[config.mk]
export PLATFORM = sky130hd
export DESIGN_NAME = clk_period_monitor
export DESIGN_NICKNAME = d
export VERILOG_FILES = /design/src/rtl/clk_mon_pkg.sv /design/src/rtl/sync_edge_det.sv /design/src/rtl/clk_period_monitor.sv
export SDC_FILE = /design/constraint.sdc
export NUM_CORES = 1
export LEC_CHECK = 0
export BUFFER_PORTS_ARGS = -buffer_cell sky130_fd_sc_hd__buf_4
export CAP_MARGIN = 25
export CELL_PAD_IN_SITES_DETAIL_PLACEMENT = 0
export CELL_PAD_IN_SITES_GLOBAL_PLACEMENT = 1
export CORE_UTILIZATION = 35
export CTS_CLUSTER_DIAMETER = 30
export DETAILED_ROUTE_END_ITERATION = 16
export GPL_ROUTABILITY_DRIVEN = 0
export GPL_TIMING_DRIVEN = 0
export HOLD_SLACK_MARGIN = 0.02
export PLACE_DENSITY = 0.74
export SYNTH_ARGS = -nofsm -noshare
export SYNTH_HDL_FRONTEND = slang
export SYNTH_SLANG_ARGS = --single-unit
[constraint.sdc]
create_clock -name clock -period 3.68 [get_ports clock]
set_input_delay 0.736 -clock clock [delete_from_list [all_inputs] [get_ports clock]]
set_output_delay 0.736 -clock clock [all_outputs]
set_load 0.03 [all_outputs]
[src/rtl/clk_mon_pkg.sv]
// rtl/clk_mon_pkg.sv - shared types and constants for the clock period monitor
package clk_mon_pkg;

    typedef enum logic [1:0] {
        IDLE = 2'd0,
        SYNC = 2'd1,
        HIGH = 2'd2,
        LOW  = 2'd3
    } mon_state_t;

    localparam int ERR_W = 8;

    localparam int DEF_CNT_W    = 16;
    localparam int DEF_EXP_HIGH = 25;
    localparam int DEF_EXP_LOW  = 25;
    localparam int DEF_TOL      = 1;
    localparam int DEF_LOCK_N   = 4;

endpackage

[src/rtl/sync_edge_det.sv]
// rtl/sync_edge_det.sv - two-flop synchronizer with registered rise/fall pulses
module sync_edge_det (
    input  logic clock,
    input  logic reset_n,
    input  logic sig_in,
    output logic rise,
    output logic fall
);

    logic meta_q;
    logic sync_q;
    logic sync_d;

    // Synchronize sig_in, keep one delayed copy, and register one-cycle edge pulses.
    always_ff @(posedge clock or negedge reset_n) begin
        if (!reset_n) begin
            meta_q <= 1'b0;
            sync_q <= 1'b0;
            sync_d <= 1'b0;
            rise   <= 1'b0;
            fall   <= 1'b0;
        end else begin
            meta_q <= sig_in;
            sync_q <= meta_q;
            sync_d <= sync_q;
            rise   <= sync_q & ~sync_d;
            fall   <= ~sync_q & sync_d;
        end
    end

endmodule

[src/rtl/clk_period_monitor.sv]
// rtl/clk_period_monitor.sv - measures high/low widths of sig_in and checks each period
module clk_period_monitor
    import clk_mon_pkg::*;
#(
    parameter int CNT_W    = DEF_CNT_W,
    parameter int EXP_HIGH = DEF_EXP_HIGH,
    parameter int EXP_LOW  = DEF_EXP_LOW,
    parameter int TOL      = DEF_TOL,
    parameter int LOCK_N   = DEF_LOCK_N
) (
    input  logic             clock,
    input  logic             reset_n,
    input  logic             enable,
    input  logic             clear,
    input  logic             sig_in,
    output logic [CNT_W-1:0] meas_high,
    output logic [CNT_W-1:0] meas_low,
    output logic             meas_valid,
    output logic             period_err,
    output logic             timeout,
    output logic [ERR_W-1:0] err_count,
    output logic             locked
);

    localparam logic [CNT_W-1:0]  CNT_MAX  = '1;
    localparam logic [ERR_W-1:0]  ERR_MAX  = '1;
    localparam int                LOCK_W   = $clog2(LOCK_N + 1);
    localparam logic [LOCK_W-1:0] LOCK_TGT = LOCK_W'(LOCK_N);

    mon_state_t        state;
    logic [CNT_W-1:0]  cnt;
    logic [CNT_W-1:0]  high_hold;
    logic [LOCK_W-1:0] lock_cnt;

    logic rise;
    logic fall;
    logic period_good;
    logic chk_good;
    logic chk_bad;
    logic sat_hit;

    sync_edge_det u_sync_edge_det (
        .clock   (clock),
        .reset_n (reset_n),
        .sig_in  (sig_in),
        .rise    (rise),
        .fall    (fall)
    );

    // Magnitude difference is taken one bit wider than the counter so it never wraps.
    function automatic logic within_tol(input logic [CNT_W-1:0] width, input int exp_w);
        logic [CNT_W:0] w;
        logic [CNT_W:0] e;
        logic [CNT_W:0] d;
        w = {1'b0, width};
        e = (CNT_W + 1)'(exp_w);
        d = (w >= e) ? (w - e) : (e - w);
        return (d <= (CNT_W + 1)'(TOL));
    endfunction

    // The period check looks at the freshly published measurement, so it runs
    // while meas_valid is high and its effects land on the following clock.
    assign period_good = within_tol(meas_high, EXP_HIGH) && within_tol(meas_low, EXP_LOW);
    assign chk_good    = meas_valid && period_good;
    assign chk_bad     = meas_valid && !period_good;

    // Saturation takes priority over any edge arriving on the same cycle.
    assign sat_hit = enable && ((state == HIGH) || (state == LOW)) && (cnt == CNT_MAX);

    // Measurement FSM together with sticky error flags, error count and lock tracking.
    always_ff @(posedge clock or negedge reset_n) begin
        if (!reset_n) begin
            state      <= IDLE;
            cnt        <= '0;
            high_hold  <= '0;
            lock_cnt   <= '0;
            meas_high  <= '0;
            meas_low   <= '0;
            meas_valid <= 1'b0;
            period_err <= 1'b0;
            timeout    <= 1'b0;
            err_count  <= '0;
            locked     <= 1'b0;
        end else begin
            meas_valid <= 1'b0;

            // A fresh error on the clearing cycle survives the clear.
            if (clear) begin
                period_err <= chk_bad;
                timeout    <= sat_hit;
                err_count  <= (chk_bad || sat_hit) ? ERR_W'(1) : '0;
            end else begin
                if (chk_bad) begin
                    period_err <= 1'b1;
                end
                if (sat_hit) begin
                    timeout <= 1'b1;
                end
                if ((chk_bad || sat_hit) && (err_count != ERR_MAX)) begin
                    err_count <= err_count + 1'b1;
                end
            end

            if (!enable || chk_bad || sat_hit) begin
                lock_cnt <= '0;
                locked   <= 1'b0;
            end else if (chk_good) begin
                if (lock_cnt != LOCK_TGT) begin
                    lock_cnt <= lock_cnt + 1'b1;
                end
                locked <= (lock_cnt >= (LOCK_TGT - 1'b1));
            end

            if (!enable) begin
                state <= IDLE;
                cnt   <= '0;
            end else begin
                case (state)
                    IDLE: begin
                        state <= SYNC;
                        cnt   <= '0;
                    end
                    SYNC: begin
                        if (rise) begin
                            state <= HIGH;
                            cnt   <= CNT_W'(1);
                        end
                    end
                    HIGH: begin
                        if (sat_hit) begin
                            state <= SYNC;
                            cnt   <= '0;
                        end else if (fall) begin
                            high_hold <= cnt;
                            cnt       <= CNT_W'(1);
                            state     <= LOW;
                        end else begin
                            cnt <= cnt + 1'b1;
                        end
                    end
                    LOW: begin
                        if (sat_hit) begin
                            state <= SYNC;
                            cnt   <= '0;
                        end else if (rise) begin
                            meas_high  <= high_hold;
                            meas_low   <= cnt;
                            meas_valid <= 1'b1;
                            cnt        <= CNT_W'(1);
                            state      <= HIGH;
                        end else begin
                            cnt <= cnt + 1'b1;
                        end
                    end
                    default: begin
                        state <= IDLE;
                        cnt   <= '0;
                    end
                endcase
            end
        end
    end

endmodule

==> key figures <==
Setup path
  – R2R depth: 11
  – Maximum single-stage delay on the critical path: 0.65 ns
  – CP Capture Type: flip-flop
  – Crit path max-delay cell type: nor4_1
  – Reg-to-reg startpoint: meas_low[10]
  – Crit Path Max Fanout: 10
  – Reg2reg setup slack: 0.27 ns
  – Crit-path cells: nor4_1 > o211a_1 > buf_2 > a2111oi_0 > or3_2 > a211oi_2 > nand3_2 > o21ai_2 > buf_6 > mux2i_1 > nor2_1
  – Reg2Reg Capture Point: err_count[1]
  – CP endpoint: err_count[1]
  – CP Launch Point: meas_low[10]
  – Arr. time, crit path: 3.63 ns
  – Crit path kind: reg2reg
  – Worst EP required: 3.91 ns
  – CP startpoint kind: flip-flop

Logic synthesis
  – Synthesized net count: 505
  – Largest cells by area after synthesis: dfrtp_1, mux2_2, o21ai_0
  – Post-synth top area share: 44.7%
  – Synth Register Bits: 86
  – Synth area leader: dfrtp_1
  – Sequential area share after synthesis: 44.7%
  – Post-synth EDFFs: 0
  – Cell Area, Synth: 4820 um^2
  – Commonest cells post-synth: dfrtp_1, o21ai_0, nand2_1
  – Yosys warns: 0
  – Post-synth top flop: dfrtp_1
  – Netlist cell types: 71
  – Async set-reset flop share out of synthesis: 100%
  – Gate Count Post-Synth: 487
  – Count leader, synth: dfrtp_1
  – Mean post-synth cell area: 9.90 um^2

Floorplan
  – DIE AREA: 14200 um^2
  – Core area: 13300 um^2
  – Die width: 119 um
  – Initial Util: 36.1%
  – Row cnt: 42
  – # IOs: 49
  – Die Span Y: 119 um

Routing
  – First-pass iteration count of the detailed router: 4
  – Avg WL per Cell: 17.5 um
  – Starting DRT DRC Count: 264
  – DRT Wirelength: 12700 um
  – DR vias/cell: 5.56
  – Drt drc: 0
  – Antenna Nets Post-Route: 0
  – Vias: 4043

Timing
  – RSZ-0062 raised after global routing: no
  – Final Setup Violations: 0
  – Max Clk Rate: 0.294 GHz
  – Fin crit share: 92.6%
  – Slew Viols, Final: 0
  – Worst rel slew slack: 53.4%
  – Post-route minimum period: 3.41 ns
  – Final hold viol count: 0
  – Post-Route Setup TNS: 0 ns
  – Tightest Pin Transition: 0.693 ns
  – Setup ws final: 0.273 ns
  – Clock Skews: 0.00625 ns

Min path
  – Hold_sp: u_sync_edge_det.meta_q
  – Worst hold path class: reg2reg

Global routing
  – Largest net degree at the start of global routing: 50
  – Vias in the first global route: 3975
  – Grt total ovfl: 0
  – GR Util All Layers: 19.2%
  – First-pass GRT wire length: 21300 um
  – Initial antenna violation count: 0

Layout
  – # fillers: 1321
  – Final Net Count: 564
  – Syn-to-layout area delta: 18.3%
  – Multi-input gate area: 2490 um^2
  – Fin util: 42.7%
  – N_diodes: 0
  – Register area: 2150 um^2
  – Fraction of layout cells with a size suffix above 1: 22.5%

Clocking
  – Hold Buf Count CTS: 0
  – Post-CTS Resized: 0
  – Root Buffer: clkbuf_16
  – H-tree depth: 3
  – Clock Pin Slew Worst Setup and Hold Paths: 0.06 ns
  – Maximum clock path buffer count: 2
  – CTS tree: done
  – Sink Count: 86
  – Later-pin clock latency in the skew report: 0.34 ns
  – Number of CTS-inserted buffers: 9
  – Setup Buffers After CTS: 0

Power and ir drop
  – P_leak: 2.57 nW
  – Max IR drop VDD: 0.180 mV
  – PwrDens: 400 nW/um^2

Placed design
  – Pre-CTS setup slack: 0.317 ns
  – Hpwl dp: 9480 um
  – # port buffers: 46

Status
  – Outcome: finished, final reports clean

Run
  – Max-cap violations: 0
## stage by stage
step / power (mW) / hold WS [ns] / cell area [um^2] / cells
finish: 2.28 / 0.358 / 5700 / 727
global route: 2.39 / 0.370 / 5700 / 727
CTS: 2.31 / 0.358 / 5700 / 726
detailed placement: 1.42 / 0.343 / 5410 / 710
global placement: 1.41 / 0.337 / 5390 / 709
floorplan: 1.28 / 0.331 / 4820 / 487
## sequential cells by signal, indices dropped and copies added (netlist names), 2 cells and up
| register | count |
|---|---|
| cnt | 16 |
| err_count | 8 |
| high_hold | 16 |
| lock_cnt | 3 |
| meas_high | 16 |
| meas_low | 16 |
| state | 2 |
## cell type report
class / instances / share of cell area (%)
multi-input cells: 362 / 43.7
flip-flops and latches: 86 / 37.7
repair buffers: 48 / 6.63
clock buffers: 12 / 4.15
well taps: 176 / 3.86
plain buffers: 21 / 1.89
inverters: 18 / 1.18
clock inverters: 4 / 0.834
## how the worst min path moves through the flow
stage	to	slack [ns]	depth (start not counted)
after floorplan	u_sync_edge_det.sync_q	0.33	0
after global placement	u_sync_edge_det.sync_q	0.34	0
after detailed placement	u_sync_edge_det.sync_q	0.34	0
after CTS	u_sync_edge_det.sync_q	0.36	0
after global routing	u_sync_edge_det.sync_q	0.37	0
final	u_sync_edge_det.sync_q	0.36	0
## metal layers
metal / GRT usage (%) / routed length, um / up-vias
met2: 30.9 / 6130 / 79
li1: - / - / 1933
met5: 0 / 0 / -
met4: 6.25 / 193 / 0
met1: 26.0 / 5900 / 2016
met3: 3.64 / 465 / 15
## report_power, final
part / internal (mW) / switching, mW
logic: 0.144 / 0.237
clock network: 0.524 / 0.355
registers: 0.974 / 0.0487
## cells in the final DEF, fill, tap and decap left out, types with 4 or more instances in the layout
master | synthesis | routed
a211oi_1 | 5 | 5
a21oi_1 | 21 | 21
and3_1 | 5 | 5
buf_4 | 2 | 48
clkbuf_1 | 13 | 15
clkbuf_16 | 0 | 9
dfrtp_1 | 86 | 86
ha_1 | 13 | 13
inv_1 | 18 | 18
mux2_2 | 39 | 39
mux2i_1 | 5 | 5
nand2_1 | 41 | 41
nand2b_1 | 9 | 9
nand3_1 | 16 | 16
nand4_1 | 8 | 8
nor2_1 | 33 | 33
nor2b_1 | 8 | 8
nor3_1 | 10 | 10
nor4_1 | 10 | 10
o211ai_1 | 5 | 5
o21ai_0 | 42 | 42
o31ai_1 | 12 | 12
or3_1 | 9 | 9
or4_1 | 4 | 4
## worst max-delay path: cells and delay by family (launching register included)
kind | cells | cell delay (ns)
multiplexers | 1 | 0.22
AND/OR/NAND/NOR | 4 | 1.32
flip-flops | 1 | 0.47
AO/OA/AOI/OAI | 4 | 0.91
buffers and inverters | 2 | 0.37
## cells by family after synthesis
kind of cell	after synthesis	share of synthesized area (%)
AO/OA/AOI/OAI	127	17.9
XOR/XNOR	4	0.727
adder cells (fa/ha/maj)	13	3.37
buffers and inverters	39	3.61
flip-flops	86	44.7
multiplexers	44	10.2
AND/OR/NAND/NOR	174	19.5
Note: power is estimated with default switching activity, not from simulation.
